## src/rtl/atomrvcore_exec_ctrl_pkg.sv

```systemverilog
// Shared types for the execute-stage pipeline controller: FSM states, operand
// source selects and the shadow slot that tracks an in-flight instruction.
package atomrvcore_exec_ctrl_pkg;

   // Widest register index a slot can track; narrower indices are zero-extended.
   localparam int SLOT_RD_W = 8;

   typedef enum logic [1:0] {
      ST_RUN       = 2'b00,
      ST_LOAD_WAIT = 2'b01,
      ST_FLUSH     = 2'b10
   } state_t;

   typedef enum logic [1:0] {
      REGF = 2'b00,
      EXR  = 2'b01,
      MEMR = 2'b10
   } fwd_sel_t;

   typedef struct packed {
      logic                 valid;
      logic [SLOT_RD_W-1:0] rd;
      logic                 rwr;
      logic                 load;
   } slot_t;

endpackage

```

## src/rtl/atomrvcore_exec_ctrl_hazard_unit.sv

```systemverilog
// Per-operand source compare: picks the operand source and flags a stall.
// ATOMRV_FWD_EN enables EX/MEM forwarding; without it every RAW match stalls.
module atomrvcore_exec_ctrl_hazard_unit
   import atomrvcore_exec_ctrl_pkg::*;
(
   input  logic [SLOT_RD_W-1:0] rs,
   input  logic                 rs_use,
   input  logic                 ex_valid,
   input  logic [SLOT_RD_W-1:0] ex_rd,
   input  logic                 ex_rwr,
   input  logic                 ex_load,
   input  logic                 mem_valid,
   input  logic [SLOT_RD_W-1:0] mem_rd,
   input  logic                 mem_rwr,
   output logic [1:0]           fwd_sel,
   output logic                 stall_req
);

   logic ex_hit;
   logic mem_hit;
   logic load_use;

   // x0 is hard-wired zero, so it never matches a producer.
   assign ex_hit   = ex_valid  && (ex_rd  != '0) && (ex_rd  == rs);
   assign mem_hit  = mem_valid && (mem_rd != '0) && (mem_rd == rs);
   assign load_use = rs_use && ex_hit && ex_load;

`ifdef ATOMRV_FWD_EN
   always_comb begin
      fwd_sel = REGF;
      if (ex_hit && ex_rwr && !ex_load) begin
         fwd_sel = EXR;
      end else if (mem_hit && mem_rwr) begin
         fwd_sel = MEMR;
      end
   end

   assign stall_req = load_use;
`else
   assign fwd_sel   = REGF;
   assign stall_req = load_use || (rs_use && ((ex_hit && ex_rwr) || (mem_hit && mem_rwr)));
`endif

endmodule

```

## src/rtl/atomrvcore_exec_ctrl.sv

```systemverilog
// Execute-stage pipeline controller: redirect/flush, load-use stalls, load-wait
// freeze with timeout error, operand forwarding (enabled by ATOMRV_FWD_EN).
module atomrvcore_exec_ctrl
   import atomrvcore_exec_ctrl_pkg::*;
#(
   parameter int DATAWIDTH        = 32,
   parameter int REG_ADRESS_WIDTH = 5,
   parameter int MEM_WAIT_MAX     = 15
) (
   input  logic                        clk_i,
   input  logic                        rst_i,
   input  logic                        id_valid_i,
   input  logic [REG_ADRESS_WIDTH-1:0] id_rs1_i,
   input  logic [REG_ADRESS_WIDTH-1:0] id_rs2_i,
   input  logic                        id_rs1_use_i,
   input  logic                        id_rs2_use_i,
   input  logic [REG_ADRESS_WIDTH-1:0] id_rd_i,
   input  logic                        id_rwr_en_i,
   input  logic                        id_dr_en_i,
   input  logic                        ex_be_i,
   input  logic [DATAWIDTH-1:0]        ex_pc_i,
   input  logic                        mem_ack_i,
   output logic                        stall_if_o,
   output logic                        stall_id_o,
   output logic                        flush_id_o,
   output logic                        flush_ex_o,
   output logic                        ex_valid_o,
   output logic                        pc_sel_o,
   output logic [DATAWIDTH-1:0]        pc_target_o,
   output logic [1:0]                  fwd_a_o,
   output logic [1:0]                  fwd_b_o,
   output logic                        err_o,
   output logic [1:0]                  state_o
);

   localparam int             CNT_W   = $clog2(MEM_WAIT_MAX + 1);
   localparam logic [CNT_W-1:0] CNT_MAX = CNT_W'(MEM_WAIT_MAX);

   state_t           state_q, state_d;
   slot_t            ex_q, mem_q, id_slot;
   logic [CNT_W-1:0] cnt_q, cnt_nxt;
   logic             err_q;
   logic             mem_wait, hold, hz_a, hz_b;
   logic             stall_c, flush_id_c, flush_ex_c, issue_c, pc_sel_c;
   logic [1:0]       fwd_a_c, fwd_b_c;

   assign id_slot = '{valid: 1'b1, rd: SLOT_RD_W'(id_rd_i), rwr: id_rwr_en_i, load: id_dr_en_i};

   atomrvcore_exec_ctrl_hazard_unit u_hz_a (
      .rs        (SLOT_RD_W'(id_rs1_i)),
      .rs_use    (id_rs1_use_i),
      .ex_valid  (ex_q.valid),
      .ex_rd     (ex_q.rd),
      .ex_rwr    (ex_q.rwr),
      .ex_load   (ex_q.load),
      .mem_valid (mem_q.valid),
      .mem_rd    (mem_q.rd),
      .mem_rwr   (mem_q.rwr),
      .fwd_sel   (fwd_a_c),
      .stall_req (hz_a)
   );

   atomrvcore_exec_ctrl_hazard_unit u_hz_b (
      .rs        (SLOT_RD_W'(id_rs2_i)),
      .rs_use    (id_rs2_use_i),
      .ex_valid  (ex_q.valid),
      .ex_rd     (ex_q.rd),
      .ex_rwr    (ex_q.rwr),
      .ex_load   (ex_q.load),
      .mem_valid (mem_q.valid),
      .mem_rd    (mem_q.rd),
      .mem_rwr   (mem_q.rwr),
      .fwd_sel   (fwd_b_c),
      .stall_req (hz_b)
   );

   // A load sitting in MEM without its ack must not advance: freeze from this cycle on.
   assign mem_wait = mem_q.valid && mem_q.load && !mem_ack_i;
   assign cnt_nxt  = (cnt_q == CNT_MAX) ? cnt_q : cnt_q + 1'b1;

   always_comb begin
      state_d    = state_q;
      hold       = 1'b0;
      stall_c    = 1'b0;
      flush_id_c = 1'b0;
      flush_ex_c = 1'b0;
      pc_sel_c   = 1'b0;
      issue_c    = id_valid_i;
      case (state_q)
         ST_RUN: begin
            if (mem_wait) begin
               hold    = 1'b1;
               stall_c = 1'b1;
               issue_c = 1'b0;
               state_d = ST_LOAD_WAIT;
            end else if (ex_be_i) begin
               pc_sel_c   = 1'b1;
               flush_id_c = 1'b1;
               flush_ex_c = 1'b1;
               issue_c    = 1'b0;
               state_d    = ST_FLUSH;
            end else if (id_valid_i && (hz_a || hz_b)) begin
               stall_c = 1'b1;
               issue_c = 1'b0;
            end
         end
         ST_LOAD_WAIT: begin
            hold    = 1'b1;
            stall_c = 1'b1;
            issue_c = 1'b0;
            if (mem_ack_i) state_d = ST_RUN;
         end
         ST_FLUSH: begin
            flush_id_c = 1'b1;
            issue_c    = 1'b0;
            state_d    = ST_RUN;
            if (mem_wait) begin
               hold    = 1'b1;
               stall_c = 1'b1;
               state_d = ST_LOAD_WAIT;
            end
         end
         default: state_d = ST_RUN;
      endcase
   end

   always_ff @(posedge clk_i) begin
      if (rst_i) begin
         state_q <= ST_RUN;
         ex_q    <= '0;
         mem_q   <= '0;
         cnt_q   <= '0;
         err_q   <= 1'b0;
      end else begin
         state_q <= state_d;
         // On ack the load has its data; drop the load flag so the exit cycle does not re-wait.
         if (hold) begin
            if ((state_q == ST_LOAD_WAIT) && mem_ack_i) mem_q.load <= 1'b0;
         end else begin
            ex_q  <= issue_c ? id_slot : '0;
            mem_q <= ex_q;
         end
         if (state_q == ST_LOAD_WAIT) begin
            cnt_q <= cnt_nxt;
            if (cnt_nxt == CNT_MAX) err_q <= 1'b1;
         end else begin
            cnt_q <= '0;
         end
      end
   end

   assign stall_if_o  = !rst_i && stall_c;
   assign stall_id_o  = !rst_i && stall_c;
   assign flush_id_o  = !rst_i && flush_id_c;
   assign flush_ex_o  = !rst_i && flush_ex_c;
   assign ex_valid_o  = !rst_i && issue_c;
   assign pc_sel_o    = !rst_i && pc_sel_c;
   assign pc_target_o = (!rst_i && pc_sel_c) ? ex_pc_i : '0;
   assign fwd_a_o     = rst_i ? 2'b00 : fwd_a_c;
   assign fwd_b_o     = rst_i ? 2'b00 : fwd_b_c;
   assign err_o       = err_q;
   assign state_o     = state_q;

endmodule

```

## config.mk

```make
export PLATFORM = sky130hd
export DESIGN_NAME = atomrvcore_exec_ctrl
export DESIGN_NICKNAME = d
export VERILOG_FILES = /design/src/rtl/atomrvcore_exec_ctrl_pkg.sv /design/src/rtl/atomrvcore_exec_ctrl_hazard_unit.sv /design/src/rtl/atomrvcore_exec_ctrl.sv
export SDC_FILE = /design/constraint.sdc
export NUM_CORES = 1
export LEC_CHECK = 0
export ABC_AREA = 0
export CELL_PAD_IN_SITES_DETAIL_PLACEMENT = 2
export CELL_PAD_IN_SITES_GLOBAL_PLACEMENT = 2
export CORE_MARGIN = 2
export CORE_UTILIZATION = 18
export DETAILED_ROUTE_END_ITERATION = 8
export HOLD_SLACK_MARGIN = 0.06
export PLACE_DENSITY_LB_ADDON = 0.1
export SKIP_LAST_GASP = 1
export SLEW_MARGIN = 25
export SYNTH_ARGS = -nofsm -noshare
export SYNTH_HDL_FRONTEND = slang
export SYNTH_SLANG_ARGS = --single-unit
export TNS_END_PERCENT = 1
```

## constraint.sdc

```tcl
create_clock -name clk_i -period 2.4 [get_ports clk_i]
set_input_delay 0.24 -clock clk_i [delete_from_list [all_inputs] [get_ports clk_i]]
set_output_delay 0.24 -clock clk_i [all_outputs]
set_load 0.01 [all_outputs]
```

## Word level (Yosys, flattened, before mapping)

Index checks and enable logic that the tools add are counted.

| cells by class | value |
|---|---|
| $add $sub $neg | 1 |
| equality and inequality tests | 11 |
| multiplexer cells | 24 |
| bitwise logic cells | 1 |
| reductions and logical operators | 39 |

Operators by type and width:

| cell | count |
|---|---|
| $eq 8x5->1 | 4 |
| $mux 32 | 1 |
| $logic_and 1x1->1 | 24 |
| $reduce_bool 8->1 | 2 |
| $mux 1 | 13 |
| $mux 11 | 1 |
| $eq 4x4->1 const B | 2 |
| $mux 2 | 3 |
| $pmux 1 s2 | 3 |
| $pmux 2 s3 | 1 |
| $reduce_or 2->1 | 3 |
| $logic_or 1x1->1 | 5 |
| $add 4x1->4 const B | 1 |
| $mux 4 | 1 |
| $reduce_and 2->1 | 2 |
| $ne 3x3->1 const B | 1 |
| $pmux 1 s3 | 1 |
| $eq 2x1->1 const B | 1 |
| $eq 2x2->1 const B | 1 |
| $logic_not 1->1 | 2 |
| $logic_not 2->1 | 1 |
| $ne 2x1->1 const B | 1 |
| $ne 2x2->1 const B | 1 |
| $not 1->1 | 1 |

| storage, ports and cells | value |
|---|---|
| register bits after elaboration | 29 |
| input bits | 56 |
| word-level logic and storage cells | 87 |

## Logic depth before layout (Yosys ltp)

| depth | value |
|---|---|
| word-level depth | 14 |
| mapped depth | 8 |
| mapped depth without buffers | 6 |

## Cells and area by module

Synthesis repeated with hierarchy kept, for this count alone.

| unflattened totals | value |
|---|---|
| cell total of the unflattened synthesis | 207 |
| area, all modules | 1798.0 sq um |

By module, submodules not included:

| module | times used | cells an instance | area an instance (sq um) | sequential area each (sq um) |
|---|---|---|---|---|
| atomrvcore_exec_ctrl | 1 | 143 | 1300.0 | 460.4 |
| atomrvcore_exec_ctrl_hazard_unit | 2 | 32 | 249.0 | 0.0 |

## Least setup slack after synthesis

Ideal clock, no wire load.

| path | value |
|---|---|
| path kind | reg2out |
| from | reg state_q[1] (netlist: state_o[1]) |
| to | out stall_if_o |
| data arrival time | 1.868 ns |
| data required time | 2.160 ns |
| setup slack | 0.292 ns |
| stages on the path, launching flop included | 9 |
| cells stage by stage | dfxtp_1 > clkbuf_1 > and2_1 > clkbuf_1 > nor2_2 > clkbuf_1 > a31oi_1 > nor2_1 > buf_4 |

| between the ends | value |
|---|---|
| cells in the longest elaborated chain, start to end | 3 |
| elaborated cells between the ends (all ways) | 5 |
| those cells by class | 2 x eq/ne; 1 x mux; 2 x reduce/logical |

RTL lines:

| what | RTL line | RTL |
|---|---|---|
| from (decl) | atomrvcore_exec_ctrl.sv:39 | `state_t state_q, state_d;` |
| from (signal assigned) | atomrvcore_exec_ctrl.sv:135 | `state_q <= state_d;` |
| $eq 2x2->1, or another cell as far along | atomrvcore_exec_ctrl.sv:89 | `case (state_q)` |
| $pmux 1 s3 (*) | atomrvcore_exec_ctrl.sv:89 |  |
| $logic_and 1x1->1 (*) | - |  |
| to (decl) | atomrvcore_exec_ctrl.sv:23 | `output logic stall_if_o,` |

Every way passes the cells marked *; elsewhere a longest branch is shown, timed or not.

## Worst setup path after layout

| path | value |
|---|---|
| from | in mem_ack_i |
| to | out pc_target_o[23] |

| between the ends | value |
|---|---|
| cells in the longest elaborated chain, start to end | 6 |

RTL lines:

| what | RTL line | RTL |
|---|---|---|
| from (decl) | atomrvcore_exec_ctrl.sv:22 | `input logic mem_ack_i,` |
| $logic_not 1->1 | atomrvcore_exec_ctrl.sv:78 | `assign mem_wait = mem_q.valid && mem_q.load && !mem_ack_i;` |
| $logic_and 1x1->1 | atomrvcore_exec_ctrl.sv:78 |  |
| $mux 1 | atomrvcore_exec_ctrl.sv:91 | `if (mem_wait) begin` |
| $mux 1 | atomrvcore_exec_ctrl.sv:89 |  |
| $logic_and 1x1->1 | atomrvcore_exec_ctrl.sv:158 | `assign pc_target_o = (!rst_i && pc_sel_c) ? ex_pc_i : '0;` |
| $mux 32 | atomrvcore_exec_ctrl.sv:158 |  |
| to (decl) | atomrvcore_exec_ctrl.sv:29 | `output logic [DATAWIDTH-1:0] pc_target_o,` |

No other way between the ends.

==> flow_summary.toml <==
[run_status]
outcome = "finished with violations"
violations = "setup timing"

[setup_path]
regToRegEndpoint = "ex_q[3]"
r2r-start = "mem_q[4]"
crit_path_start_kind = "input port"
setup.worst_path.start = "mem_ack_i"
worstPathArrival_ps = 2270
rrSetupSlack_ps = 550
crit_required_ps = 2160
cp-end-kind = "output port"
critPathMaxFanout = 34
crit_type = "in2out"
r2r_cells = 6
endpoint = "pc_target_o[23]"

[floorplanning]
fp.coreArea_mm2 = 0.008134
row_count = 33
die_h_um = 95.10
start_util = 0.1837
die_w_um = 95.10
dieArea_mm2 = 0.009044
io_pins = 101

[synthesis]
seq_area_frac_synth = 0.3082
synth_warnings = 0
synth_area_leader_cell = "dfxtp_1"
synth_most_common_cell = "and2_1"
netlist_area_mm2 = 0.001494
synth.area.top_cells = "dfxtp_1 (31%), and2_1 (14%), xnor2_1 (12%)"
synthTopCellsByCount = "and2_1 (33), dfxtp_1 (23), xnor2_1 (21)"
synth_top_area_share = 0.3082
synth_edf_count = 0
synthDistinctLibCells = 29
async_reset_ff_frac = 0
syn_inst = 190
synth-seq-cells = 23
ys.flop_type = "dfxtp_1"
syn_area_per_cell_um2 = 7.863

[power_and_ir_drop]
leakagePower_nw = 1.002
power_uw = 901.2
peakVddDrop_uv = 159.1
power_density_mw_per_mm2 = 329.4

[cts]
holdBufCountCts = 0
post_cts_buffers = 0
cts_tree = "done"
htree_levels = 1
cts.path.max_buffers = 2
cts_root_buf = "clkbuf_8"
clock_sinks = 23
clkTransAtPathRegs_ps = 80
clock_latency_ps = 260
cts_buffers = 3

[layout]
multiInputGateArea_um2 = 974.7
syn2layout_area_growth_pct = 83.17
post_route_cells_drive_above_1_share = 0.09459
antenna_cells = 0
seqCellArea_um2 = 461.7
nNetsFinal = 354
nFillCells = 930
stdcell_area_mm2 = 0.002736

[hold_path]
hold_path.class = "reg2reg"
holdPathStages = 2

[global_routing]
gr-usage-all-layers = 0.1374
grt_max_degree = 35
grt_pass1_wl_mm = 9.584
overflow = 0
grt_pass1_vias = 1829
antenna_found_initial = 0

[sta]
rsz0062_at_grt = "true"
finalSetupViolations = 32
fmax_mhz = 398.1
fin_crit_sh = 1.047
setup_ws_ps = -111.7
period_minus_slack_ps = 2512
setup_tns_ps = -2718
fin_worst_skew_ps = 2.953
hold_viol_final = 0
finalMaxSlewViolations = 0

[place]
hpwlAfterDp_mm = 5.131
place_congestion = 0.7137
placed_area_mm2 = 0.002671
port_buffers = 96

[detailed_routing]
vias_per_cell = 4.192
dr.pass1.iters = 4
drc = 0
ant_nets = 0
wirelength_mm = 6.109
wl_per_cell_um = 15.23
vias = 1681
drtIter0Drc = 23

[run]
max-cap-violations = 0
==> critical path: stages <==
cell	delay, ps
clkdlybuf4s50_1	500
inv_1	50
a31oi_1	150
buf_4	160
nand2_1	80
nor3_2	180
buf_12	200
and2_1	130
clkdlybuf4s50_1	570
==> area by class of cell <==
class                   count  share of cell area
flip-flops and latches     23              0.1687
repair buffers            114              0.4051
well taps                 105             0.04801
multi-input cells         151              0.3562
clock buffers               4             0.01646
inverters                   4            0.005487
==> routing by layer <==
| metal | vias to the layer above | GRT usage | share of wire |
|---|---|---|---|
| met5 | - | 0 | 0 |
| met4 | 0 | 0.02174 | 0.0047 |
| met3 | 5 | 0.05455 | 0.090 |
| met2 | 58 | 0.2371 | 0.50 |
| met1 | 773 | 0.1634 | 0.40 |
| li1 | 845 | - | - |
==> repair_timing <==
action,CTS,global route
resized for setup,4,3
endpoints found under the hold margin,0,0
endpoints found under the setup margin,37,37
==> through the flow <==
stage | std cells | util | setup WS, ps | hold slack, ps
floorplan | 193 | - | 291.8 | 328.4
global placement | 397 | 0.3284 | -153.7 | 471.6
detailed placement | 397 | 0.3284 | -181.6 | 474.7
CTS | 401 | 0.3352 | -186.3 | 487.6
global route | 401 | 0.3364 | -251.1 | 527.9
finish | 401 | 0.3364 | -111.7 | 484.8
==> power breakdown <==
group	switching, mW	internal (mW)
Clock	0.121	0.119
Sequential	0.00761	0.388
Combinational	0.0962	0.169
Total	0.225	0.676
==> placed cells by master, fill, tap and decap left out, types with 2 or more instances in the layout <==
master,Yosys,routed
clkdlybuf4s50_1,0,93
and2_1,33,33
dfxtp_1,23,22
xnor2_1,21,21
nand2_1,18,18
nor2_1,17,17
buf_4,6,17
a21oi_1,10,10
mux2i_1,8,8
o211ai_1,7,7
nor3_1,7,6
inv_1,4,4
a31oi_1,5,4
nand4_1,4,4
conb_1,1,4
clkbuf_8,0,3
o22ai_2,0,2
o21ai_0,2,2
nand3_1,2,2
dlygate4sd2_1,0,2
==> state kept, by name, summed over array words and instances (netlist names) <==
| name | flops |
|---|---|
| ex_q | 8 |
| mem_q | 8 |
| cnt_q | 4 |
| state_o | 2 |
| err_o | 1 |
==> kinds of logic after synthesis <==
family | share of synthesized area
fa+ha+maj | 0.008374
xor+xnor | 0.1290
other cells | 0.002510
mux | 0.05360
compound gates | 0.1491
buf+inv | 0.06281
flops | 0.3082
simple gates | 0.2864
==> worst min path at each step <==
stage                    from          to  slack (ps)
floorplan           mem_ack_i  state_o[0]         330
global placement      ex_q[1]     ex_q[1]         470
detailed placement      err_o       err_o         470
CTS                   ex_q[1]     ex_q[1]         490
global route          ex_q[1]     ex_q[1]         530
finish                ex_q[1]     ex_q[1]         480
Power figures use the tool's default switching activity.
